[src/rtl/mem_pkg.sv]
// Shared types, default sizes and the address range check for the unified memory.
package mem_pkg;

    typedef enum logic {StClear, StRun} state_e;

    localparam int unsigned DefWordSize = 16;
    localparam int unsigned DefAddrBits = 8;

    // An address is in range when every bit above the implemented index bits is 0.
    function automatic logic in_range(input logic [31:0] addr, input int unsigned abits);
        return (addr >> abits) == 32'd0;
    endfunction

endpackage

[src/rtl/mem_array.sv]
// Single write port, two registered read ports with write-first bypass and a
// synchronous zero load for out-of-range or reset reads.
module mem_array #(
    parameter int unsigned Width = 16,
    parameter int unsigned ABits = 8
) (
    input  logic             clk_i,
    input  logic             we_i,
    input  logic [ABits-1:0] waddr_i,
    input  logic [Width-1:0] wdata_i,
    input  logic             a_en_i,
    input  logic             a_zero_i,
    input  logic [ABits-1:0] a_addr_i,
    output logic [Width-1:0] a_data_o,
    input  logic             b_en_i,
    input  logic             b_zero_i,
    input  logic [ABits-1:0] b_addr_i,
    output logic [Width-1:0] b_data_o
);
    localparam int unsigned Depth = 2 ** ABits;

    logic [Width-1:0] mem_q [Depth];
    logic [Width-1:0] a_data_q, b_data_q;

    always_ff @(posedge clk_i) begin
        if (we_i) begin
            mem_q[waddr_i] <= wdata_i;
        end
    end

    always_ff @(posedge clk_i) begin
        if (a_zero_i) begin
            a_data_q <= '0;
        end else if (a_en_i) begin
            a_data_q <= (we_i && waddr_i == a_addr_i) ? wdata_i : mem_q[a_addr_i];
        end
        if (b_zero_i) begin
            b_data_q <= '0;
        end else if (b_en_i) begin
            b_data_q <= (we_i && waddr_i == b_addr_i) ? wdata_i : mem_q[b_addr_i];
        end
    end

    assign a_data_o = a_data_q;
    assign b_data_o = b_data_q;

endmodule

[src/rtl/memory_unit.sv]
// Unified instruction/data memory: post-reset clear sequence, fetch and load/store
// ports, and a loader port that wins over processor stores.
module memory_unit
    import mem_pkg::*;
#(
    parameter int unsigned WORD_SIZE = DefWordSize,
    parameter int unsigned ADDR_BITS = DefAddrBits
) (
    input  logic                 Clock,
    input  logic                 Reset,
    input  logic                 Enable,
    input  logic [WORD_SIZE-1:0] InstAddr,
    output logic [WORD_SIZE-1:0] InstOut,
    input  logic [WORD_SIZE-1:0] DataAddr,
    input  logic [WORD_SIZE-1:0] DataIn,
    input  logic                 WriteData,
    input  logic                 ReadData,
    output logic [WORD_SIZE-1:0] DataOut,
    input  logic                 LoadEn,
    input  logic [ADDR_BITS-1:0] LoadAddr,
    input  logic [WORD_SIZE-1:0] LoadData,
    output logic                 Ready,
    output logic                 AddrFault,
    output logic                 Conflict
);
    state_e               state_q;
    logic [ADDR_BITS-1:0] clr_cnt_q;
    logic                 addr_fault_q, conflict_q;

    logic                 run, proc_en, data_ok, inst_ok;
    logic                 clear_wr, load_wr, proc_st;
    logic                 we;
    logic [ADDR_BITS-1:0] waddr;
    logic [WORD_SIZE-1:0] wdata;
    logic                 rd_en, rd_zero, if_zero;

    always_comb begin
        run      = (state_q == StRun) && !Reset;
        proc_en  = run && Enable;
        data_ok  = in_range(32'(DataAddr), ADDR_BITS);
        inst_ok  = in_range(32'(InstAddr), ADDR_BITS);
        clear_wr = (state_q == StClear) && !Reset;
        load_wr  = run && LoadEn;
        proc_st  = proc_en && WriteData && data_ok;

        // Write port priority: clear, then loader, then processor store.
        we    = clear_wr || load_wr || proc_st;
        waddr = DataAddr[ADDR_BITS-1:0];
        wdata = DataIn;
        if (clear_wr) begin
            waddr = clr_cnt_q;
            wdata = '0;
        end else if (load_wr) begin
            waddr = LoadAddr;
            wdata = LoadData;
        end

        rd_en   = proc_en && ReadData;
        rd_zero = Reset || (rd_en && !data_ok);
        if_zero = Reset || (proc_en && !inst_ok);
    end

    always_ff @(posedge Clock) begin
        if (Reset) begin
            state_q      <= StClear;
            clr_cnt_q    <= '0;
            addr_fault_q <= 1'b0;
            conflict_q   <= 1'b0;
        end else begin
            case (state_q)
                StClear: begin
                    clr_cnt_q    <= clr_cnt_q + 1'b1;
                    addr_fault_q <= 1'b0;
                    conflict_q   <= 1'b0;
                    if (&clr_cnt_q) begin
                        state_q <= StRun;
                    end
                end
                default: begin
                    addr_fault_q <= proc_en &&
                                    (!inst_ok || ((ReadData || WriteData) && !data_ok));
                    conflict_q   <= proc_st && LoadEn;
                end
            endcase
        end
    end

    mem_array #(
        .Width (WORD_SIZE),
        .ABits (ADDR_BITS)
    ) u_array (
        .clk_i    (Clock),
        .we_i     (we),
        .waddr_i  (waddr),
        .wdata_i  (wdata),
        .a_en_i   (rd_en),
        .a_zero_i (rd_zero),
        .a_addr_i (DataAddr[ADDR_BITS-1:0]),
        .a_data_o (DataOut),
        .b_en_i   (proc_en),
        .b_zero_i (if_zero),
        .b_addr_i (InstAddr[ADDR_BITS-1:0]),
        .b_data_o (InstOut)
    );

    assign Ready     = (state_q == StRun);
    assign AddrFault = addr_fault_q;
    assign Conflict  = conflict_q;

endmodule

[config.mk]
export PLATFORM = sky130hd
export DESIGN_NAME = memory_unit
export DESIGN_NICKNAME = d
export VERILOG_FILES = /design/src/rtl/mem_pkg.sv /design/src/rtl/mem_array.sv /design/src/rtl/memory_unit.sv
export SDC_FILE = /design/constraint.sdc
export NUM_CORES = 2
export LEC_CHECK = 0
export CORE_MARGIN = 3
export CORE_UTILIZATION = 25
export DETAILED_ROUTE_END_ITERATION = 12
export PLACE_DENSITY_LB_ADDON = 0.2
export REMOVE_ABC_BUFFERS = 1
export SYNTH_ARGS = -nofsm -noshare
export SYNTH_HDL_FRONTEND = slang
export SYNTH_SLANG_ARGS = --single-unit
[constraint.sdc]
create_clock -name Clock -period 11.5 [get_ports Clock]
set_input_delay 1.725 -clock Clock [delete_from_list [all_inputs] [get_ports Clock]]
set_output_delay 1.725 -clock Clock [all_outputs]
set_load 0.005 [all_outputs]
==> qor.yml <==
synth_edf_count: 4096
synthMuxAreaShare_pct: 25.35
layout_common_cells: "edfxtp_1, mux4_2, clkbuf_16, mux2i_1, a22oi_1"
maxCapViolations: 0
grt_pass1_vias: 114200
synth_area_leader_cell: "edfxtp_1"
slowest_delay_ps: 1040
hpwl_um: 539400
max_freq_mhz: 156.7
slew_headroom_pct: 4.743
tns_ps: 0
cts_tree: "yes"
area_delta_synth_final_pct: 16.01
routed_wl_um: 825400
dieHeight_um: 881.3
gr-total-overflow: 0
synth_fa_ha_area_share_pct: 0.006532
rsz0062_at_grt: "false"
synth_top_family_by_area: "multiplexers"
die_w_um: 881.3
finalCriticalPeriod_ps: 6383
startpoint_type: "primary input"
initial_core_util_pct: 25.15
route.detailed.wl_per_inst_um: 40.13
ant_nets: 0
p_leak_uw: 0.06727
synth_area_per_cell_um2: 19.65
path_clk_slew_ps: 60
antenna_found_initial: 105
worst-setup-path-type: "primary input to flip-flop"
yosysTopAreaCellShare_pct: 64.21
io_pins: 113
worst_pin_slew_ps: 1427
synthTopCellsByArea: "edfxtp_1, mux4_2, mux2i_1"
status: "finished clean"
drcViolationCount: 0
path_max_fanout: 46
power.density_nw_per_um2: 158.0
die_area_um2: 776800
grtUsageTotal_pct: 20.59
synthSimpleGateAreaFrac_pct: 2.062
cpMostUsedCell: "buf_4"
ir_drop_uv: 128.9
final_common_cell: "edfxtp_1"
cts_hold_buf: 0
slew_violations: 0
fin_ws_ps: 5117
async_reset_ff_share_pct: 0
crit_required_ps: 12420
fin_cells: 20570
vias: 114400
hold_viol_final: 0
crit_chain: "buf_16 > buf_4 > buf_4 > mux4_2 > a22o_1 > a221oi_1 > o22ai_1 > nor3_1 > buf_4 > o21ai_1"
ys_seq_area_share_pct: 64.66
first_iter_violations: 17910
grt_pass1_wl_um: 1091000
synth_xor_area_share_pct: 0.1097
clock-sinks: 4139
ys_types: 86
synthCells: 9746
htree_levels: 5
numCtsBuffers: 473
clk_latency_ps: 1090
post-place-ws_ps: 4453
place_congestion: 0.8942
ys_ff_latch: 4139
timing.final.crit_share_pct: 55.51
rows: 320
vias_per_cell: 5.562
worstSetupEndpointType: "flip-flop"
post-cts-setup-buffers: 0
hp-class: "flip-flop to flip-flop"
postCtsResizedCells: 0
dp_cells: 19620
core_area_um2: 761500
ys.flop_type: "edfxtp_1"
synth_compound_gate_area_share_pct: 5.468
drt-pass1-iter-count: 8
nets: 10030
setup_viol: 0
cts-root-buf: "clkbuf_16"
ctsLongestPathBuffers: 4
drive_gt1_share_pct: 33.84
synthesis.area_um2: 191600
synth-warning-count: 0
cp_slowest_cell: "nor3_1"
fin_util_pct: 29.18
finalClockSkew_ps: 104.7
portBuffers: 112
cp_data_arrival_time_ps: 7310
grt_max_degree: 146
==> Yosys cell counts (22+ instances only) <==
cell type     n
mux2_2       63
buf_2       260
a211oi_1     76
o211ai_1     29
o21ai_1      55
nor4_1       45
nand3_1      44
a22o_1       63
clkbuf_1    312
edfxtp_1   4096
and2_1       28
o21ai_0      59
mux4_2     1916
buf_1        47
a221oi_1     96
nor2b_1      42
o41ai_1      22
buf_4       114
mux2i_1     459
nor2_1      308
nand2_1     194
dfxtp_1      43
a21oi_1     277
a22oi_1     413
buf_6        72
nor3_1       65
o221ai_1    120
or4_1        33
o22ai_1     131
==> metrics by stage <==
stage               instance area (um^2)  hold slack [ps]  power (uW)
floorplan                         187100            472.9       18280
detailed placement                206500            491.4       20100
global placement                  206100            489.2       20070
CTS                               222000            507.0       35340
finish                            222200            512.3       35110
global route                      222100            535.2       36010
==> cells by family (layout without fill, tap and decap cells) <==
group           count (synthesis)  count (layout)
other cells                     0              60
buf+inv                       824            1443
simple gates                  832             832
flops                        4139            4139
compound gates               1478            1478
fa+ha+maj                       1               1
mux                          2448            2448
xor+xnor                       24              24
==> power breakdown <==
part	total, uW	switching, uW	internal, uW
registers	16600	11.0	16600
clock network	15300	6570	8750
logic	3180	2190	989
==> per-layer routing <==
| metal | share of wire, % | track usage (%) | vias to the layer above |
|---|---|---|---|
| met5 | 0.024 | 0 | - |
| li1 | - | - | 43200 |
| met1 | 40 | 27.92 | 63200 |
| met4 | 4.5 | 7.603 | 32 |
| met2 | 46 | 32.48 | 6834 |
| met3 | 9.4 | 4.468 | 1129 |
==> registers in the layout, summed over array words and instances, names as in the netlist <==
register,flops
AddrFault,1
Conflict,1
Ready,1
clr_cnt_q,8
u_array.a_data_o,16
u_array.b_data_o,16
u_array.mem_q,4096
==> area by class of cell <==
class                      count  area, um^2
sequential                  4139      123900
antenna                       60       150.1
tap                        10140       12690
inverter                      11       51.30
clock inverter               308        3133
fill                       74430      539300
clock buffer                 579       12370
timing repair buffer         545        5249
multi-input combinational   4783       64720
==> worst paths after layout <==
| check | from | end | slack (ps) | cells past startpoint |
|---|---|---|---|---|
| max reg2reg | Ready$_SDFF_PP0_ | u_array.mem_q[109][6]$_DFFE_PP_ | 6450 | 7 |
| max | DataAddr[0] | u_array.a_data_o[13]$_SDFFE_PP0P_ | 5120 | 10 |
| min | u_array.a_data_o[12]$_SDFFE_PP0P_ | u_array.a_data_o[12]$_SDFFE_PP0P_ | 510 | 2 |
| min reg2reg | u_array.a_data_o[12]$_SDFFE_PP0P_ | u_array.a_data_o[12]$_SDFFE_PP0P_ | 510 | 2 |
==> critical path: cells and delay by family <==
family | cells | cell delay [ps]
mux | 1 | 640
buf+inv | 4 | 2100
simple gates | 1 | 1040
compound gates | 4 | 1380
No activity file was read; power rests on OpenSTA's default activity.
